`config.mk`:
```
export PLATFORM = sky130hd
export DESIGN_NAME = axi_sdram_bist_master
export DESIGN_NICKNAME = d
export VERILOG_FILES = /design/src/rtl/axi_sdram_bist_master.sv
export SDC_FILE = /design/constraint.sdc
export NUM_CORES = 1
export LEC_CHECK = 0
export ABC_AREA = 1
export BUFFER_PORTS_ARGS = -buffer_cell sky130_fd_sc_hd__buf_2
export CAP_MARGIN = 20
export CELL_PAD_IN_SITES_DETAIL_PLACEMENT = 0
export CELL_PAD_IN_SITES_GLOBAL_PLACEMENT = 1
export CORE_MARGIN = 5
export CORE_UTILIZATION = 30
export CTS_CLUSTER_SIZE = 10
export DETAILED_ROUTE_END_ITERATION = 10
export GPL_TIMING_DRIVEN = 0
export HOLD_SLACK_MARGIN = 0.05
export PLACE_DENSITY_LB_ADDON = 0.1
export SYNTH_ARGS = -nofsm -noshare
export SYNTH_HDL_FRONTEND = slang
export SYNTH_SLANG_ARGS = --single-unit
```
`constraint.sdc`:
```
create_clock -name AxiClk -period 8.6 [get_ports AxiClk]
set_input_delay 0.86 -clock AxiClk [delete_from_list [all_inputs] [get_ports AxiClk]]
set_output_delay 0.86 -clock AxiClk [all_outputs]
set_load 0.02 [all_outputs]
```
`src/rtl/axi_sdram_bist_master.sv`:
```
// AXI4 write-then-read BIST initiator for the AxiToSdram slave port.
// Writes an incrementing seeded pattern in one INCR burst, reads it back and counts mismatches.
module axi_sdram_bist_master #(
  parameter logic [3:0]  P_ID   = 4'b0000,
  parameter int unsigned P_ERRW = 16
) (
  input  logic              AxiClk,
  input  logic              AxiRest,
  // control and status
  input  logic              Start,
  input  logic [31:0]       BaseAddr,
  input  logic [8:0]        BurstLen,
  input  logic [31:0]       Seed,
  output logic              Busy,
  output logic              Done,
  output logic              Pass,
  output logic              ParamErr,
  output logic [P_ERRW-1:0] ErrCnt,
  output logic [31:0]       FirstErrAddr,
  // write address
  output logic [3:0]        AwidMaster,
  output logic [31:0]       AwaddrMaster,
  output logic [7:0]        AwlenMaster,
  output logic [2:0]        AwsizeMaster,
  output logic [1:0]        AwburstMaster,
  output logic              AwlockMaster,
  output logic [3:0]        AwcacheMaster,
  output logic [2:0]        AwportMaster,
  output logic              AwvalidMaster,
  input  logic              AwreadyMaster,
  // write data
  output logic [3:0]        WidMaster,
  output logic [31:0]       WdataMaster,
  output logic [3:0]        WstrbMaster,
  output logic              WlastMaster,
  output logic              WvalidMaster,
  input  logic              WreadyMaster,
  // write response
  input  logic [3:0]        BidMaster,
  input  logic [1:0]        BrespMaster,
  input  logic              BvalidMaster,
  output logic              BreadyMaster,
  // read address
  output logic [3:0]        AridMaster,
  output logic [31:0]       AraddrMaster,
  output logic [7:0]        ArlenMaster,
  output logic [2:0]        ArsizeMaster,
  output logic [1:0]        ArburstMaster,
  output logic              ArlockMaster,
  output logic [3:0]        ArcacheMaster,
  output logic [2:0]        ArportMaster,
  output logic              ArvalidMaster,
  input  logic              ArreadyMaster,
  // read data
  input  logic [3:0]        RidMaster,
  input  logic [31:0]       RdataMaster,
  input  logic [1:0]        RrespMaster,
  input  logic              RlastMaster,
  input  logic              RvalidMaster,
  output logic              RreadyMaster
);

  localparam logic [2:0] StIdle = 3'd0;
  localparam logic [2:0] StAw   = 3'd1;
  localparam logic [2:0] StW    = 3'd2;
  localparam logic [2:0] StB    = 3'd3;
  localparam logic [2:0] StAr   = 3'd4;
  localparam logic [2:0] StR    = 3'd5;
  localparam logic [2:0] StDone = 3'd6;

  logic [2:0]        state;
  logic [31:0]       addrQ;
  logic [7:0]        lenQ;
  logic [31:0]       seedQ;
  logic [7:0]        beat;
  logic [P_ERRW-1:0] errCnt;
  logic [31:0]       firstErr;
  logic              firstSeen;
  logic              passQ;
  logic              paramErrQ;
  logic              fieldsOn;
  logic              awValid;
  logic              wValid;
  logic [31:0]       wData;
  logic              wLast;
  logic              bReady;
  logic              arValid;
  logic              rReady;

  logic [8:0]        lenM1;
  logic [12:0]       endOffset;
  logic              startOk;
  logic [31:0]       expData;
  logic              rMismatch;
  logic              errInc;
  logic [P_ERRW-1:0] errCntNext;
  logic              unusedBits;

  assign lenM1     = BurstLen - 9'd1;
  // Burst end relative to its 4 KB page; exactly 4096 still fits.
  assign endOffset = {1'b0, BaseAddr[11:2], 2'b00} + {2'b00, BurstLen, 2'b00};
  assign startOk   = (BurstLen != 9'd0) && (BurstLen <= 9'd256) && (endOffset <= 13'd4096);

  assign expData   = seedQ + {24'b0, beat};
  assign rMismatch = (RdataMaster != expData) || (RrespMaster != 2'b00) ||
                     (RlastMaster != (beat == lenQ));
  assign errInc    = ((state == StB) && BvalidMaster && (BrespMaster != 2'b00)) ||
                     ((state == StR) && RvalidMaster && rMismatch);
  assign errCntNext = (errInc && !(&errCnt)) ? errCnt + P_ERRW'(1) : errCnt;

  assign unusedBits = ^{BidMaster, RidMaster, BaseAddr[1:0], lenM1[8]};

  always_ff @(posedge AxiClk or negedge AxiRest) begin
    if (!AxiRest) begin
      state     <= StIdle;
      addrQ     <= '0;
      lenQ      <= '0;
      seedQ     <= '0;
      beat      <= '0;
      errCnt    <= '0;
      firstErr  <= '0;
      firstSeen <= 1'b0;
      passQ     <= 1'b0;
      paramErrQ <= 1'b0;
      fieldsOn  <= 1'b0;
      awValid   <= 1'b0;
      wValid    <= 1'b0;
      wData     <= '0;
      wLast     <= 1'b0;
      bReady    <= 1'b0;
      arValid   <= 1'b0;
      rReady    <= 1'b0;
    end else begin
      case (state)
        StIdle: begin
          if (Start) begin
            errCnt    <= '0;
            passQ     <= 1'b0;
            firstErr  <= '0;
            firstSeen <= 1'b0;
            if (startOk) begin
              paramErrQ <= 1'b0;
              addrQ     <= {BaseAddr[31:2], 2'b00};
              lenQ      <= lenM1[7:0];
              seedQ     <= Seed;
              fieldsOn  <= 1'b1;
              awValid   <= 1'b1;
              state     <= StAw;
            end else begin
              paramErrQ <= 1'b1;
              state     <= StDone;
            end
          end
        end
        StAw: begin
          if (AwreadyMaster) begin
            awValid <= 1'b0;
            wValid  <= 1'b1;
            wData   <= seedQ;
            wLast   <= (lenQ == 8'd0);
            beat    <= '0;
            state   <= StW;
          end
        end
        StW: begin
          if (WreadyMaster) begin
            if (wLast) begin
              wValid <= 1'b0;
              wLast  <= 1'b0;
              bReady <= 1'b1;
              state  <= StB;
            end else begin
              beat  <= beat + 8'd1;
              wData <= wData + 32'd1;
              wLast <= ((beat + 8'd1) == lenQ);
            end
          end
        end
        StB: begin
          if (BvalidMaster) begin
            errCnt  <= errCntNext;
            bReady  <= 1'b0;
            arValid <= 1'b1;
            state   <= StAr;
          end
        end
        StAr: begin
          if (ArreadyMaster) begin
            arValid <= 1'b0;
            rReady  <= 1'b1;
            beat    <= '0;
            state   <= StR;
          end
        end
        StR: begin
          if (RvalidMaster) begin
            errCnt <= errCntNext;
            beat   <= beat + 8'd1;
            if (rMismatch && !firstSeen) begin
              firstSeen <= 1'b1;
              firstErr  <= addrQ + {22'b0, beat, 2'b00};
            end
            // Only the beat count ends the burst; RlastMaster is merely checked.
            if (beat == lenQ) begin
              rReady <= 1'b0;
              passQ  <= (errCntNext == '0);
              state  <= StDone;
            end
          end
        end
        StDone:  state <= StIdle;
        default: state <= StIdle;
      endcase
    end
  end

  assign Busy         = (state != StIdle);
  assign Done         = (state == StDone);
  assign Pass         = passQ;
  assign ParamErr     = paramErrQ;
  assign ErrCnt       = errCnt;
  assign FirstErrAddr = firstErr;

  assign AwidMaster    = P_ID;
  assign AwaddrMaster  = addrQ;
  assign AwlenMaster   = lenQ;
  assign AwsizeMaster  = fieldsOn ? 3'b010 : 3'b000;
  assign AwburstMaster = fieldsOn ? 2'b01 : 2'b00;
  assign AwlockMaster  = 1'b0;
  assign AwcacheMaster = fieldsOn ? 4'b0010 : 4'b0000;
  assign AwportMaster  = 3'b000;
  assign AwvalidMaster = awValid;

  assign WidMaster     = P_ID;
  assign WdataMaster   = wData;
  assign WstrbMaster   = wValid ? 4'hF : 4'h0;
  assign WlastMaster   = wLast;
  assign WvalidMaster  = wValid;

  assign BreadyMaster  = bReady;

  assign AridMaster    = P_ID;
  assign AraddrMaster  = addrQ;
  assign ArlenMaster   = lenQ;
  assign ArsizeMaster  = AwsizeMaster;
  assign ArburstMaster = AwburstMaster;
  assign ArlockMaster  = 1'b0;
  assign ArcacheMaster = AwcacheMaster;
  assign ArportMaster  = 3'b000;
  assign ArvalidMaster = arValid;

  assign RreadyMaster  = rReady;

endmodule

```
# Word-level counts from Yosys, hierarchy flattened
# Index checks and enable logic that the tools add are counted.
[totals]
in_bits = 126
register_bits = 171
[op_classes]
n_addsub = 7
muxes = 64
n_reduce_logical = 43
order_cmp = 2
eq_ne = 21
[op_table]
columns = ["op", "n"]
rows = [
  ["32-bit two-way mux", 6],
  ["32-bit case mux with 2 select lines", 2],
  ["16-bit two-way mux", 4],
  ["16-bit case mux with 3 select lines", 1],
  ["8-bit two-way mux", 5],
  ["32-bit by 1-bit adder with 32-bit output, second input constant", 1],
  ["32-bit by 10-bit adder with 32-bit output", 1],
  ["32-bit by 8-bit adder with 32-bit output", 1],
  ["32-bit inequality test", 1],
  ["8-bit case mux with 4 select lines", 1],
  ["4-bit AND reduction", 8],
  ["3-bit two-way mux", 9],
  ["1-bit two-way mux", 24],
  ["2-bit inequality test, second input constant", 10],
  ["3-bit case mux with 6 select lines", 1],
  ["16-bit by 1-bit adder with 16-bit output, second input constant", 1],
  ["8-bit equality test", 2],
  ["16-bit logical NOT", 1],
  ["1-bit case mux with 2 select lines", 8],
  ["16-bit AND reduction", 1],
  ["2-bit nonzero test", 8],
  ["12-bit by 11-bit adder with 13-bit output", 1],
  ["13-bit <= comparator, second input constant", 1],
  ["3-bit equality test, second input constant", 3],
  ["other kinds (21)", 36],
]

# Logic depth before layout (Yosys ltp)
# Gate-level depths: netlist (run 1).
[depth]
depth_word = 12
mapped_depth = 28
depth_no_buf = 27

# Worst setup path before layout (run 1)
# Ideal clock, no wire load.
[synth_timing]
kind = "input -> register"
startpoint = "input BaseAddr[2]"
endpoint = "register addrQ[13] (netlist: AraddrMaster[13])"
t_arrival_ns = 3.067
path_buffers = 2
slack_ns = 5.468
cell_stages = 18
cell_sequence = "ha_1 inv_1 fa_1 o21ai_1 a21o_1 a21oi_1 xor2_1 nor3_1 nand2_1 nor2_1 nand3_1 nand3_1 nand4_2 inv_2 buf_4 buf_4 nand2_1 nand2_1"
[synth_via]
elab_chain_cells = 4
[synth_rtl]
columns = ["element", "line_no", "rtl"]
rows = [
  ["from (decl)", "11", "input logic [31:0] BaseAddr,"],
  ["12-bit by 11-bit adder with 13-bit output", "101", "assign endOffset = {1'b0, BaseAddr[11:2], 2'b00} + {2'b00, BurstLen, 2'b00};"],
  ["13-bit <= comparator", "102", "assign startOk = (BurstLen != 9'd0) && (BurstLen <= 9'd256) && (endOffset <= 13'd4096);"],
  ["1-bit logical AND", "102", ""],
  ["3-bit AND reduction (no line)", "--", ""],
  ["to (signal assigned)", "143", "addrQ <= {BaseAddr[31:2], 2'b00};"],
  ["to (decl)", "72", "logic [31:0] addrQ;"],
]
# Every way passes these cells.
# A chain may end at the register's enable or synchronous reset.

# Worst setup path in the final report (run 1)
[layout_timing]
startpoint = "register beat[0]"
endpoint = "register firstErr[12] (netlist: FirstErrAddr[12])"
[layout_via]
elab_chain_cells = 7
[layout_rtl]
columns = ["element", "line_no", "rtl"]
rows = [
  ["from (decl)", "75", "logic [7:0] beat;"],
  ["from (signal assigned)", "173", "beat <= beat + 8'd1;"],
  ["from (signal assigned)", "198", "beat <= beat + 8'd1;"],
  ["32-bit by 8-bit adder with 32-bit output", "104", "assign expData = seedQ + {24'b0, beat};"],
  ["32-bit inequality test", "105", "assign rMismatch = (RdataMaster != expData) || (RrespMaster != 2'b00) ||"],
  ["1-bit logical OR (2 in a row)", "105", ""],
  ["1-bit logical AND", "199", "if (rMismatch && !firstSeen) begin"],
  ["2-bit by 1-bit inequality test with 1-bit output (no line)", "--", ""],
  ["4-bit AND reduction (no line)", "--", ""],
  ["to (signal assigned)", "201", "firstErr <= addrQ + {22'b0, beat, 2'b00};"],
  ["to (decl)", "77", "logic [31:0] firstErr;"],
]
# Several ways; a longest one is shown, not always the timed one. The select of a mux whose other input is x is not followed.

==> results of run 1 <==
## worst max-delay path by stage
stage	start	endpoint	cells past startpoint
after global placement	AxiRest	ErrCnt[15]	1
after global routing	BurstLen[0]	ArlenMaster[5]	17
after floorplan	BaseAddr[2]	AraddrMaster[13]	18
final	beat[0]	FirstErrAddr[12]	17
after detailed placement	BurstLen[0]	ArlenMaster[4]	17
after CTS	BurstLen[0]	ArlenMaster[4]	17
## registers in the layout (all words and copies together) (netlist names)
| signal | cells |
|---|---|
| WvalidMaster | 1 |
| WlastMaster | 1 |
| FirstErrAddr | 30 |
| ArlenMaster | 8 |
| Pass | 1 |
| WdataMaster | 32 |
| AwvalidMaster | 1 |
| AraddrMaster | 30 |
| RreadyMaster | 1 |
| ParamErr | 1 |
| ErrCnt | 16 |
| beat | 8 |
| BreadyMaster | 1 |
| seedQ | 32 |
| ArvalidMaster | 1 |
| state | 3 |
| firstSeen | 1 |
| fieldsOn | 1 |
## per-stage QoR
stage | hold WS (ns) | setup WS, ns | util, %
finish | 0.4164 | 4.720 | 37.35
global placement | 0.4634 | 3.615 | 35.90
CTS | 0.4525 | 4.657 | 37.35
global route | 0.4662 | 4.419 | 37.35
floorplan | 0.4717 | 5.468 | -
detailed placement | 0.4915 | 4.177 | 36.00
## cell usage after synthesis, types with 9 or more instances
| cell | number |
|---|---|
| xnor2_1 | 28 |
| buf_4 | 88 |
| xor2_1 | 79 |
| o21ai_0 | 130 |
| inv_1 | 226 |
| clkbuf_1 | 23 |
| inv_2 | 9 |
| a21oi_1 | 56 |
| nand3b_1 | 11 |
| ha_1 | 29 |
| nand3_1 | 85 |
| nor3_1 | 44 |
| o22ai_1 | 42 |
| nand2_1 | 425 |
| nand4_1 | 24 |
| dfrtp_1 | 169 |
| nand2_2 | 10 |
| nor4_1 | 12 |
| nor2_1 | 111 |
## metal layers
metal  vias up  global-route usage, %  wire, µm
met5         -                      0        21
met4         4                  3.983       550
met3        27                  3.976      2215
met2       297                  32.04     20750
met1      5461                  26.81     20390
li1       5971                      -         -
## worst max-delay path: cells and delay by family, from the launching register on
kind / cells / cell delay, ns
and+or+nand+nor: 11 / 1.24
adders and majority gates: 2 / 0.79
buffers and inverters: 1 / 0.51
DFF: 1 / 0.49
AOI/OAI and AO/OA: 3 / 0.70
## where the power goes
group          internal (µW)  leakage (µW)  switching [µW]
logic                    858       0.00518            1610
registers               1090       0.00216             399
clock network            394      0.000275             338
## logic make-up (layout without fill, tap and decap cells)
kind of cell	after synthesis	after routing
and+or+nand+nor	741	741
buffers and inverters	360	681
AOI/OAI and AO/OA	260	260
DFF	169	169
xor gates and xnor gates	107	107
adders and majority gates	32	32
other	1	39
muxes	1	1
## final cells by class
cell class                 instances  area, µm²  area share (%)
antenna                            1      2.502         0.01694
clock inverter                     9      48.80          0.3303
inverter                         237      889.6           6.022
sequential                       169       4229           28.63
clock buffer                      22      484.2           3.278
timing repair buffer             290       1484           10.04
multi-input combinational       1179       6146           41.60
tap                              525      656.9           4.447
buffer                           123      832.0           5.632
==> flow_summary.ini, run 1 <==
[timing]
report.final.slew_viol_count = 0
rsz0062_at_grt = no
tightest_slew_ns = 0.7837
slew_headroom_pct = 47.75
setup-violations-final = 0
fin_tns_setup_ns = 0
max_freq_ghz = 0.2577
timing.final.hold_violations = 0
min_period_ns = 3.880
post-route-period-util_pct = 45.12
skew_ns = 0.01211

[setup_path]
r2r_cells = 17
cp_common_cell = nand2_1
rrSetupSlack_ns = 4.72
end_kind = flip-flop
path_max_fanout = 10
cp.arrival_ns = 4.19
cpMaxStageDelayCell = clkbuf_1
criticalPathCategory = reg -> reg
worstPathRequired_ns = 8.91
critPathMaxStageDelay_ns = 0.51
worstPathCellList = ha_1, fa_1, nand3_1, nand3_1, nand2_1, nand2_1, nand2_1, nand2_1, nand2_1, nand2_1, o211ai_1, nor2_1, nand2_1, nand3_1, a21oi_2, clkbuf_1, o22ai_1
start_kind = flip-flop
r2r-end = FirstErrAddr[12]
rr_startpoint = beat[0]

[global_routing]
track_usage_pct = 19.51
overflow = 0
grt_max_degree = 94
antenna_found_initial = 2
grt_pass1_wl_mm = 67.19
grt_pass1_vias = 11520

[clocking]
cts.hold.buffers_added = 0
cts_root_buf = clkbuf_16
worstSkewPairLatency_ns = 0.46
cts_tree = done
post_cts_buffers = 0
numCtsBuffers = 17
clk_pin_slew_ns = 0.06
h-tree-depth = 4
ctsResizeCount = 0
cts.sinks = 169
clockBufferDepth = 2

[yosys]
synth_seq_cells = 169
synthMuxAreaShare_pct = 0.09417
ys_types = 49
syn_inst = 1671
synth_xor_area_share_pct = 7.837
synth_fa_ha_area_share_pct = 3.537
synth_area_leaders = dfrtp_1, nand2_1, inv_1
synth_compound_area_share_pct = 12.04
synth-edff-count = 0
synth_area_um2 = 11960
yosysTopAreaCellShare_pct = 35.37
yosysSeqAreaShare_pct = 35.37
synthFlopType = dfrtp_1
synth_top_family_by_area = simple AND/OR/NAND/NOR gates
postSynthAreaPerCell_um2 = 7.156
synthSimpleGateAreaFrac_pct = 26.69
async_flop_share_pct = 100.0
yosysWarnings = 0
yosysTopAreaCell = dfrtp_1

[routing]
drt_iter0_drc = 545
drc = 0
detail_route.first_pass.iterations = 5
viasPerCell = 4.603
vias = 11760
wl_per_cell_um = 17.19
postRouteAntennaNets = 0
wl_mm = 43.92

[placement]
globalplace.congestion = 0.8704
dpl.hpwl_mm = 35.96
io_buffers = 289
dpl_cell_area_um2 = 14240
placed_cells = 2523

[finish]
nFillCells = 4313
fin_area_um2 = 14770
layout_commonest_cell = nand2_1
layout.cells.non_filler = 2555
syn_to_final_growth_pct = 23.54
final_cell_mix = nand2_1, buf_2, inv_1, dfrtp_1, o21ai_0
final_nets = 2175
drive_gt1_share_pct = 22.62

[floorplan]
placementRows = 73
die_h_um = 209.6
die_w_um = 209.6
die_area_um2 = 43950
core-area_um2 = 39550
start_util_pct = 30.24
ioPinCount = 338

[pwr]
total_power_uw = 4699
power.density_nw_per_um2 = 318.1
peakVddDrop_v = 0.0001399
p_leak_uw = 0.007617

[outcome]
status = finished clean

[worst_hold_path]
hold_path.class = in -> async

[run]
max_cap_viol_count = 0
Power figures use the tool's default switching activity.
==> run 2: changes to the inputs <==
==> constraint.sdc (replaced) <==
create_clock -name AxiClk -period 3.4 [get_ports AxiClk]
set_input_delay 0.34 -clock AxiClk [delete_from_list [all_inputs] [get_ports AxiClk]]
set_output_delay 0.34 -clock AxiClk [all_outputs]
set_load 0.02 [all_outputs]
==> run 2 against run 1 <==
Effect of this change:
- non-clock buffer count grew 16
- sequential power grew to 2.5 times the previous value
- count of clock-buffer cells in the layout is the same
- fmax grew 16%
- sequential cell count is the same
- wire length grew 1.2%
- clock power grew to 2.5 times the previous value
- combinational power grew to 2.6 times the previous value
- critical path type unchanged
- critical endpoint is now Pass
==> flow_summary.ini, run 2 (synthesis results as in run 1) <==
[floorplan]
core-area_um2 = 39550
die_area_um2 = 43950
die_w_um = 209.6
die_h_um = 209.6
start_util_pct = 30.24
ioPinCount = 338
placementRows = 73

[clocking]
numCtsBuffers = 17
worstSkewPairLatency_ns = 0.46
clockBufferDepth = 2
h-tree-depth = 4
clk_pin_slew_ns = 0.07
cts_tree = done
cts.sinks = 169
cts_root_buf = clkbuf_16

[timing]
min_period_ns = 3.334
max_freq_ghz = 0.2999
skew_ns = 0.01366
rsz0062_at_grt = yes
timing.final.hold_violations = 0
tightest_slew_ns = 0.7710
setup-violations-final = 0
post-route-period-util_pct = 98.06
report.final.slew_viol_count = 0
fin_tns_setup_ns = 0
slew_headroom_pct = 48.60

[pwr]
clkPwrFrac_pct = 15.3
peakVddDrop_v = 0.0003538
p_int_uw = 6083
total_power_uw = 12130
p_sw_uw = 6046
sw_frac_of_total_pct = 49.85
pwr-share-comb_pct = 53.4
seqPwrFrac_pct = 31.3
p_leak_uw = 0.007715
power.density_nw_per_um2 = 798.2

[routing]
postRouteAntennaNets = 0
viasPerCell = 4.602
wl_mm = 44.45
drt_iter0_drc = 636
vias = 11830
drc = 0
detail_route.first_pass.iterations = 5
wl_per_cell_um = 17.29

[finish]
final_cell_mix = nand2_1, buf_2, inv_1, dfrtp_1, o21ai_0
drive_gt1_share_pct = 25.57
syn_to_final_growth_pct = 27.07
layout_commonest_cell = nand2_1
fin_area_um2 = 15190
final_nets = 2191

[placement]
globalplace.congestion = 0.8704
dpl_cell_area_um2 = 14240
io_buffers = 289
dpl.hpwl_mm = 35.96

[worst_hold_path]
hold_path.class = in -> reg

[global_routing]
grt_pass1_wl_mm = 67.54
grt_pass1_vias = 11560
overflow = 0
track_usage_pct = 19.61
antenna_found_initial = 2
grt_max_degree = 94

[setup_path]
worstPathRequired_ns = 3.80
crit_buf_inv = 3
critPathMaxStageDelay_ns = 0.52
criticalPathCategory = reg -> reg
start_kind = flip-flop
end_kind = flip-flop
cp_common_cell = nand2_1
cpMaxStageDelayCell = fa_2
cp_top_family = simple AND/OR/NAND/NOR gates
cp.arrival_ns = 3.73
path_max_fanout = 5

[run]
max_cap_viol_count = 0

[outcome]
status = finished clean
run 2: cell count changes in the layout (fill, tap and decap cells not counted), moves of 5 or more:
cell     previous run  this run
nor2_1            111       105
ha_1               29        20
dfrtp_2             0        10
nand2_1           425       420
ha_4                0         9
buf_4              88       101
dfrtp_1           169       159
run 2: final cells by class:
type	count	area (µm²)
Clock inverter	9	48.80
Multi-Input combinational cell	1179	6396
Tap cell	525	656.9
Buffer	123	847.1
Fill cell	4283	24350
Antenna cell	1	2.502
Clock buffer	22	484.2
Inverter	237	893.4
Sequential cell	169	4242
Timing Repair Buffer	306	1624
run 2: power groups by stage:
stage	logic [µW]	registers [µW]	clock network, µW
after floorplan	3680	4110	0
after global placement	6290	3820	0
after detailed placement	6310	3830	0
after CTS	6450	3800	1900
after global routing	7180	3920	1980
final	6480	3790	1850
run 2: per-stage QoR:
step           utilization (%)  hold WS (ns)  cells  setup slack [ns]
3_5_place_dp             36.00        0.4328   2523           -0.5159
2_1_floorplan                -       0.04441   1708            0.5442
3_3_place_gp             35.90        0.4634   2522            -1.065
6_report                 38.42       0.08239   2571           0.06600
4_1_cts                  37.75       0.05173   2561          0.001065
5_1_grt                  38.41       0.06408   2570           -0.1599
run 2: worst reg2reg max path, stage by stage (launching register included):
cell and delay (ns):
dfrtp_2 0.43, ha_4 0.17, fa_2 0.52, inv_2 0.06, a21oi_2 0.14, nand3_2 0.12
nor2_2 0.12, nand3b_1 0.10, nor2_1 0.10, nand2_1 0.08, nor2_1 0.08, nand3_1 0.08
nor2_2 0.13, nand2_2 0.12, nand2_2 0.12, nand2_4 0.08, nand2_8 0.11, buf_8 0.14
inv_2 0.03, nand2_1 0.05, nand2_1 0.06, nor2_1 0.09, nand2_1 0.08, nor2_2 0.14
nand2_1 0.08, nand2_1 0.06
run 2: routing by layer:
metal / global-route usage, % / wire (µm)
met5: 0 / 21
met4: 3.983 / 628
met3: 3.976 / 2339
met1: 26.97 / 20480
met2: 32.20 / 20990
run 2: worst paths after layout:
check | endpoint | startpoint | slack (ns) | cells after the start
worst min-delay path | AraddrMaster[28] | BaseAddr[28] | 0.08 | 3
worst max register to register | Pass | beat[0] | 0.07 | 25
worst min register to register | Pass | Pass | 0.51 | 2
max in group asynchronous | ErrCnt[11] | AxiRest | 2.03 | 3
worst max-delay path | Pass | beat[0] | 0.07 | 25
min in group asynchronous | FirstErrAddr[23] | AxiRest | 0.50 | 2
run 2: what timing repair did:
action | in CTS | in global routing
buffers inserted | 4 | 9
hold endpoints to repair | 92 | 0
resized for setup | 30 | 39
gates cloned | 2 | 0
setup endpoints to repair | 50 | 70
hold buffers | 1 | 0
pin swaps | 15 | 7
